<file path="src/rtl/super_sonic_tx_fmt.sv">
// Ultrasonic distance TX formatter: latches a distance, converts it to BCD and streams
// "<P>=DDDcm\r\n" to the UART TX byte handshake. SUPER_SONIC_TX_ZERO_BLANK_EN blanks leading zeros.
module super_sonic_tx_fmt #(
    parameter logic [7:0] MSG_PREFIX = 8'h44
) (
    input  logic       clk,
    input  logic       rst,
    input  logic       start,
    input  logic       i_send,
    input  logic [8:0] i_dist,
    input  logic       i_dist_err,
    input  logic       i_tx_busy,
    input  logic       i_tx_done,
    output logic [7:0] o_tx_data,
    output logic       o_tx_start,
    output logic       o_busy,
    output logic       o_done
);

`ifdef SUPER_SONIC_TX_ZERO_BLANK_EN
    localparam bit ZeroBlank = 1'b1;
`else
    localparam bit ZeroBlank = 1'b0;
`endif

    typedef enum logic [1:0] {StIdle, StConv, StLoad, StWait} state_e;

    state_e      state_q;
    logic [3:0]  idx_q;
    logic [3:0]  cnt_q;
    logic [8:0]  dist_q;
    logic        err_q;
    logic [11:0] bcd_q;
    logic [7:0]  tx_data_q;
    logic        tx_start_q;
    logic        busy_q;
    logic        done_q;

    logic [11:0] bcd_adj;
    logic [11:0] bcd_d;
    logic [7:0]  dig2, dig1, dig0;
    logic [7:0]  byte_sel;

    // Double-dabble step: correct each nibble >= 5 then shift in the next binary bit.
    always_comb begin
        bcd_adj = bcd_q;
        if (bcd_q[3:0] >= 4'd5)  bcd_adj[3:0]  = bcd_q[3:0] + 4'd3;
        if (bcd_q[7:4] >= 4'd5)  bcd_adj[7:4]  = bcd_q[7:4] + 4'd3;
        if (bcd_q[11:8] >= 4'd5) bcd_adj[11:8] = bcd_q[11:8] + 4'd3;
        bcd_d = {bcd_adj[10:0], dist_q[8]};
    end

    always_comb begin
        dig2 = {4'h3, bcd_q[11:8]};
        dig1 = {4'h3, bcd_q[7:4]};
        dig0 = {4'h3, bcd_q[3:0]};
        if (ZeroBlank && (bcd_q[11:8] == 4'd0)) begin
            dig2 = 8'h20;
            if (bcd_q[7:4] == 4'd0) dig1 = 8'h20;
        end
        if (err_q) begin
            dig2 = 8'h45;
            dig1 = 8'h52;
            dig0 = 8'h52;
        end
    end

    always_comb begin
        case (idx_q)
            4'd0:    byte_sel = MSG_PREFIX;
            4'd1:    byte_sel = 8'h3D;
            4'd2:    byte_sel = dig2;
            4'd3:    byte_sel = dig1;
            4'd4:    byte_sel = dig0;
            4'd5:    byte_sel = 8'h63;
            4'd6:    byte_sel = 8'h6D;
            4'd7:    byte_sel = 8'h0D;
            default: byte_sel = 8'h0A;
        endcase
    end

    always_ff @(posedge clk or negedge rst) begin
        if (!rst) begin
            state_q    <= StIdle;
            idx_q      <= 4'd0;
            cnt_q      <= 4'd0;
            dist_q     <= 9'd0;
            err_q      <= 1'b0;
            bcd_q      <= 12'd0;
            tx_data_q  <= 8'h00;
            tx_start_q <= 1'b0;
            busy_q     <= 1'b0;
            done_q     <= 1'b0;
        end else begin
            tx_start_q <= 1'b0;
            done_q     <= 1'b0;
            case (state_q)
                StIdle: begin
                    if (start && i_send) begin
                        dist_q  <= i_dist;
                        err_q   <= i_dist_err;
                        idx_q   <= 4'd0;
                        cnt_q   <= 4'd0;
                        bcd_q   <= 12'd0;
                        busy_q  <= 1'b1;
                        state_q <= StConv;
                    end
                end
                StConv: begin
                    bcd_q  <= bcd_d;
                    dist_q <= {dist_q[7:0], 1'b0};
                    cnt_q  <= cnt_q + 4'd1;
                    if (cnt_q == 4'd8) state_q <= StLoad;
                end
                StLoad: begin
                    if (!i_tx_busy) begin
                        tx_data_q  <= byte_sel;
                        tx_start_q <= 1'b1;
                        state_q    <= StWait;
                    end
                end
                StWait: begin
                    if (i_tx_done) begin
                        if (idx_q == 4'd8) begin
                            done_q  <= 1'b1;
                            busy_q  <= 1'b0;
                            state_q <= StIdle;
                        end else begin
                            idx_q   <= idx_q + 4'd1;
                            state_q <= StLoad;
                        end
                    end
                end
                default: state_q <= StIdle;
            endcase
        end
    end

    assign o_tx_data  = tx_data_q;
    assign o_tx_start = tx_start_q;
    assign o_busy     = busy_q;
    assign o_done     = done_q;

endmodule
</file>
<file path="config.mk">
export PLATFORM = sky130hd
export DESIGN_NAME = super_sonic_tx_fmt
export DESIGN_NICKNAME = d
export VERILOG_FILES = /design/src/rtl/super_sonic_tx_fmt.sv
export SDC_FILE = /design/constraint.sdc
export NUM_CORES = 1
export LEC_CHECK = 0
export ABC_AREA = 1
export CORE_MARGIN = 1
export CORE_UTILIZATION = 45
export CTS_CLUSTER_DIAMETER = 30
export DETAILED_ROUTE_END_ITERATION = 8
export MAX_ROUTING_LAYER = met4
export PLACE_DENSITY = 0.67
export SYNTH_ARGS = -nofsm -noshare
export SYNTH_HDL_FRONTEND = slang
export SYNTH_SLANG_ARGS = --single-unit
</file>
<file path="constraint.sdc">
create_clock -name clk -period 1.42 [get_ports clk]
set_clock_uncertainty 0.15 [all_clocks]
set_input_delay 0.426 -clock clk [delete_from_list [all_inputs] [get_ports clk]]
set_output_delay 0.426 -clock clk [all_outputs]
set_load 0.01 [all_outputs]
</file>
==> out/metrics.cfg <==
[cells_and_area]
syn_to_final_growth_pct=59.46
layout-drive-gt1-share=0.4342
final_cell_area_um2=3775
utilization=0.7438
layout.nets=430
num_antenna_cells=0
finalNonFillerCells=473

[floorplanning]
die_h_um=74.53
ios=27
die_w_um=74.53
core_area_um2=5075
start_util=0.4665
die-area_um2=5555
rows=26

[synthesis]
synth_area_um2=2367
synth_top_family_by_area=simple AND/OR/NAND/NOR gates
synth_top_area_cell=dfrtp_1
synth_mux_area_frac=0
avgSynthCellArea_um2=7.539
synth_area_leaders=dfrtp_1 (44%), nand2_1 (12%), nor2_1 (7.6%)
synthCells=314
yosys_register_bits=42
synth_compound_area_frac=0.1078
synth_xor_area_frac=0.01480
synth_cell_types=26
ys_seq_area_frac=0.4440
yosys_warnings=0
synth_fa_ha_area_frac=0.06342
synth-simple-area-share=0.2865
syn_nets=342
synth_top_cell_area_share=0.4440

[clock_network]
clk_path_buf_depth=2
cts_tree=yes
cts.sinks=42
clk_pin_slew_ns=0.08
h-tree-depth=2
cts_buffers=5
clkLatencyLatePin_ns=0.30
cts-root-buf=clkbuf_8

[setup_path]
worstPathRequired_ns=1.47
critPathMaxFanout=4
startpoint_type=register
worst_setup_path_end_kind=register
arrival_ns=1.61
path_class=reg -> reg

[sta]
fmax_ghz=0.6373
whs_ns=0.3396
setup_violations=24
setup_slack_ns=-0.1491
rsz0062_at_grt=yes
slew_viol_final=0
hold_violations=0
min_period_ns=1.569
period_share=1.105

[pwr]
switching_share=0.4308
pwr-share-clk=0.107
leakage_nw=1.792
p_sw_w=0.003297
cellPowerDensity_nw_per_um2=2027
irDropWorstVdd_mv=1.214
seq_power_share=0.276
internal_power_w=0.004356
combPwrFrac=0.617

[routing]
drc=0
via_count=2423
wl_per_cell_um=14.09
maxUsedRoutingLayer=met4
antenna_left=0
wl_met3_um=190
dr.pass1.iters=4
wirelength_um=6664
met2_wirelength_um=3514
viasPerCell=5.123
met1Wirelength_um=2831
drt_iter0_drc=143

[global_route]
grt.total_usage=0.2277
grt_pass1_vias=2181
antenna_found_initial=0
grt_pass1_wl_um=9315
grt.overflow.total=0
grt_max_degree=21

[place]
dp_hpwl_um=3928
port_buffers=25
place_area_um2=3049
dp.cells=444
place_congestion=0.8744
place_ws_ns=-0.3450

[outcome]
outcome=finished with violations
violations=negative setup slack

[min_path]
hold_path_class=reg -> reg

[job]
maxCapViolCount=0

layout by cell type, fill, tap and decap left out, drive strengths merged:
cell and n:
a21oi 5, o21ai 26, o22ai 7, dfrtp 42, o221ai 3, dlymetal6s2s 2
inv 40, nand2 77, nor2 50, ha 12, xor2 4, clkinv 1
clkbuf 10, or2 2, buf 71, conb 1, nor3 3, nand3 29
clkdlybuf4s50 12, o32ai 3, dlygate4sd3 1, nand4 1, nand3b 1
metrics by stage:
step / setup TNS [ns] / power, W
3_5_place_dp: -11.55 / 0.005308
6_report: -1.488 / 0.007652
3_3_place_gp: -10.54 / 0.005214
5_1_grt: -3.684 / 0.008216
2_1_floorplan: -0.03444 / 0.003916
4_1_cts: -0.8379 / 0.006262
sequential cells by signal, summed over array words and instances, names as in the netlist, 2 cells and up:
register	count
o_tx_data	7
idx_q	4
cnt_q	4
state_q	2
dist_q	9
bcd_q	12
Yosys cell counts (all sizes together):
master	number
nand4	1
nor3	3
o21ai	26
buf	7
a21oi	5
nand2	77
xor2	4
ha	12
nor2	50
conb	1
o22ai	7
o221ai	3
dfrtp	42
nand3	29
nand3b	1
inv	40
o32ai	3
clkbuf	1
or2	2
what timing repair did:
item,CTS,global route
gates resized for setup,69,104
cloned,0,4
hold endpoints to repair,9,0
endpoints found under the setup margin,50,45
buffers inserted,4,12
hold buffers,1,0
pin swaps,17,34
power groups by stage:
| stage | sequential (W) | combinational, W | clock (W) |
|---|---|---|---|
| 5_1_grt | 0.00217 | 0.00517 | 0.000877 |
| 6_report | 0.00212 | 0.00472 | 0.000816 |
| 3_5_place_dp | 0.00204 | 0.00327 | 0 |
| 3_3_place_gp | 0.00201 | 0.00321 | 0 |
| 2_1_floorplan | 0.00202 | 0.00190 | 0 |
| 4_1_cts | 0.00202 | 0.00342 | 0.000826 |
logic make-up (layout without fill, tap and decap cells):
family,after synthesis,after routing
flops,42,42
other cells,1,1
fa+ha+maj,12,12
buf+inv,48,137
xor+xnor,4,4
simple gates,163,163
compound gates,44,44
layout make-up:
type | count | area [um^2]
tap | 70 | 87.58
timing repair buffer | 89 | 817.0
clock inverter | 1 | 5.005
multi-input combinational | 224 | 1568
inverter | 40 | 155.1
clock buffer | 7 | 86.33
sequential | 42 | 1056
fill | 387 | 1300
routing by layer:
layer,vias to the layer above,global-route usage
met5,-,-
met3,15,0.04201
met2,59,0.3804
met4,0,0.08176
li1,1185,-
met1,1164,0.2743
final timing paths:
check | endpoint | startpoint | cells after the start | slack [ns]
min in group asynchronous | bcd_q[2]$_DFFE_PN0P_ | rst | 2 | 0.40
setup / recovery | o_tx_data[3]$_DFFE_PN0P_ | idx_q[0]$_DFFE_PN0P_ | 10 | -0.15
hold / removal | cnt_q[3]$_DFFE_PN0P_ | cnt_q[3]$_DFFE_PN0P_ | 1 | 0.34
setup reg to reg | o_tx_data[3]$_DFFE_PN0P_ | idx_q[0]$_DFFE_PN0P_ | 10 | -0.15
hold reg to reg | cnt_q[3]$_DFFE_PN0P_ | cnt_q[3]$_DFFE_PN0P_ | 1 | 0.34
max in group asynchronous | idx_q[1]$_DFFE_PN0P_ | rst | 3 | 0.31
critical path, cell delays in order, from the launching register on:
cell and delay, ns:
dfrtp_2 0.47, inv_4 0.11, ha_4 0.18, buf_6 0.11
o21ai_4 0.05, nand2_1 0.08, inv_1 0.04, nand2_1 0.06
nand2_1 0.05, nor2_1 0.10, nor2_1 0.05
(Power assumes the default switching activity.)
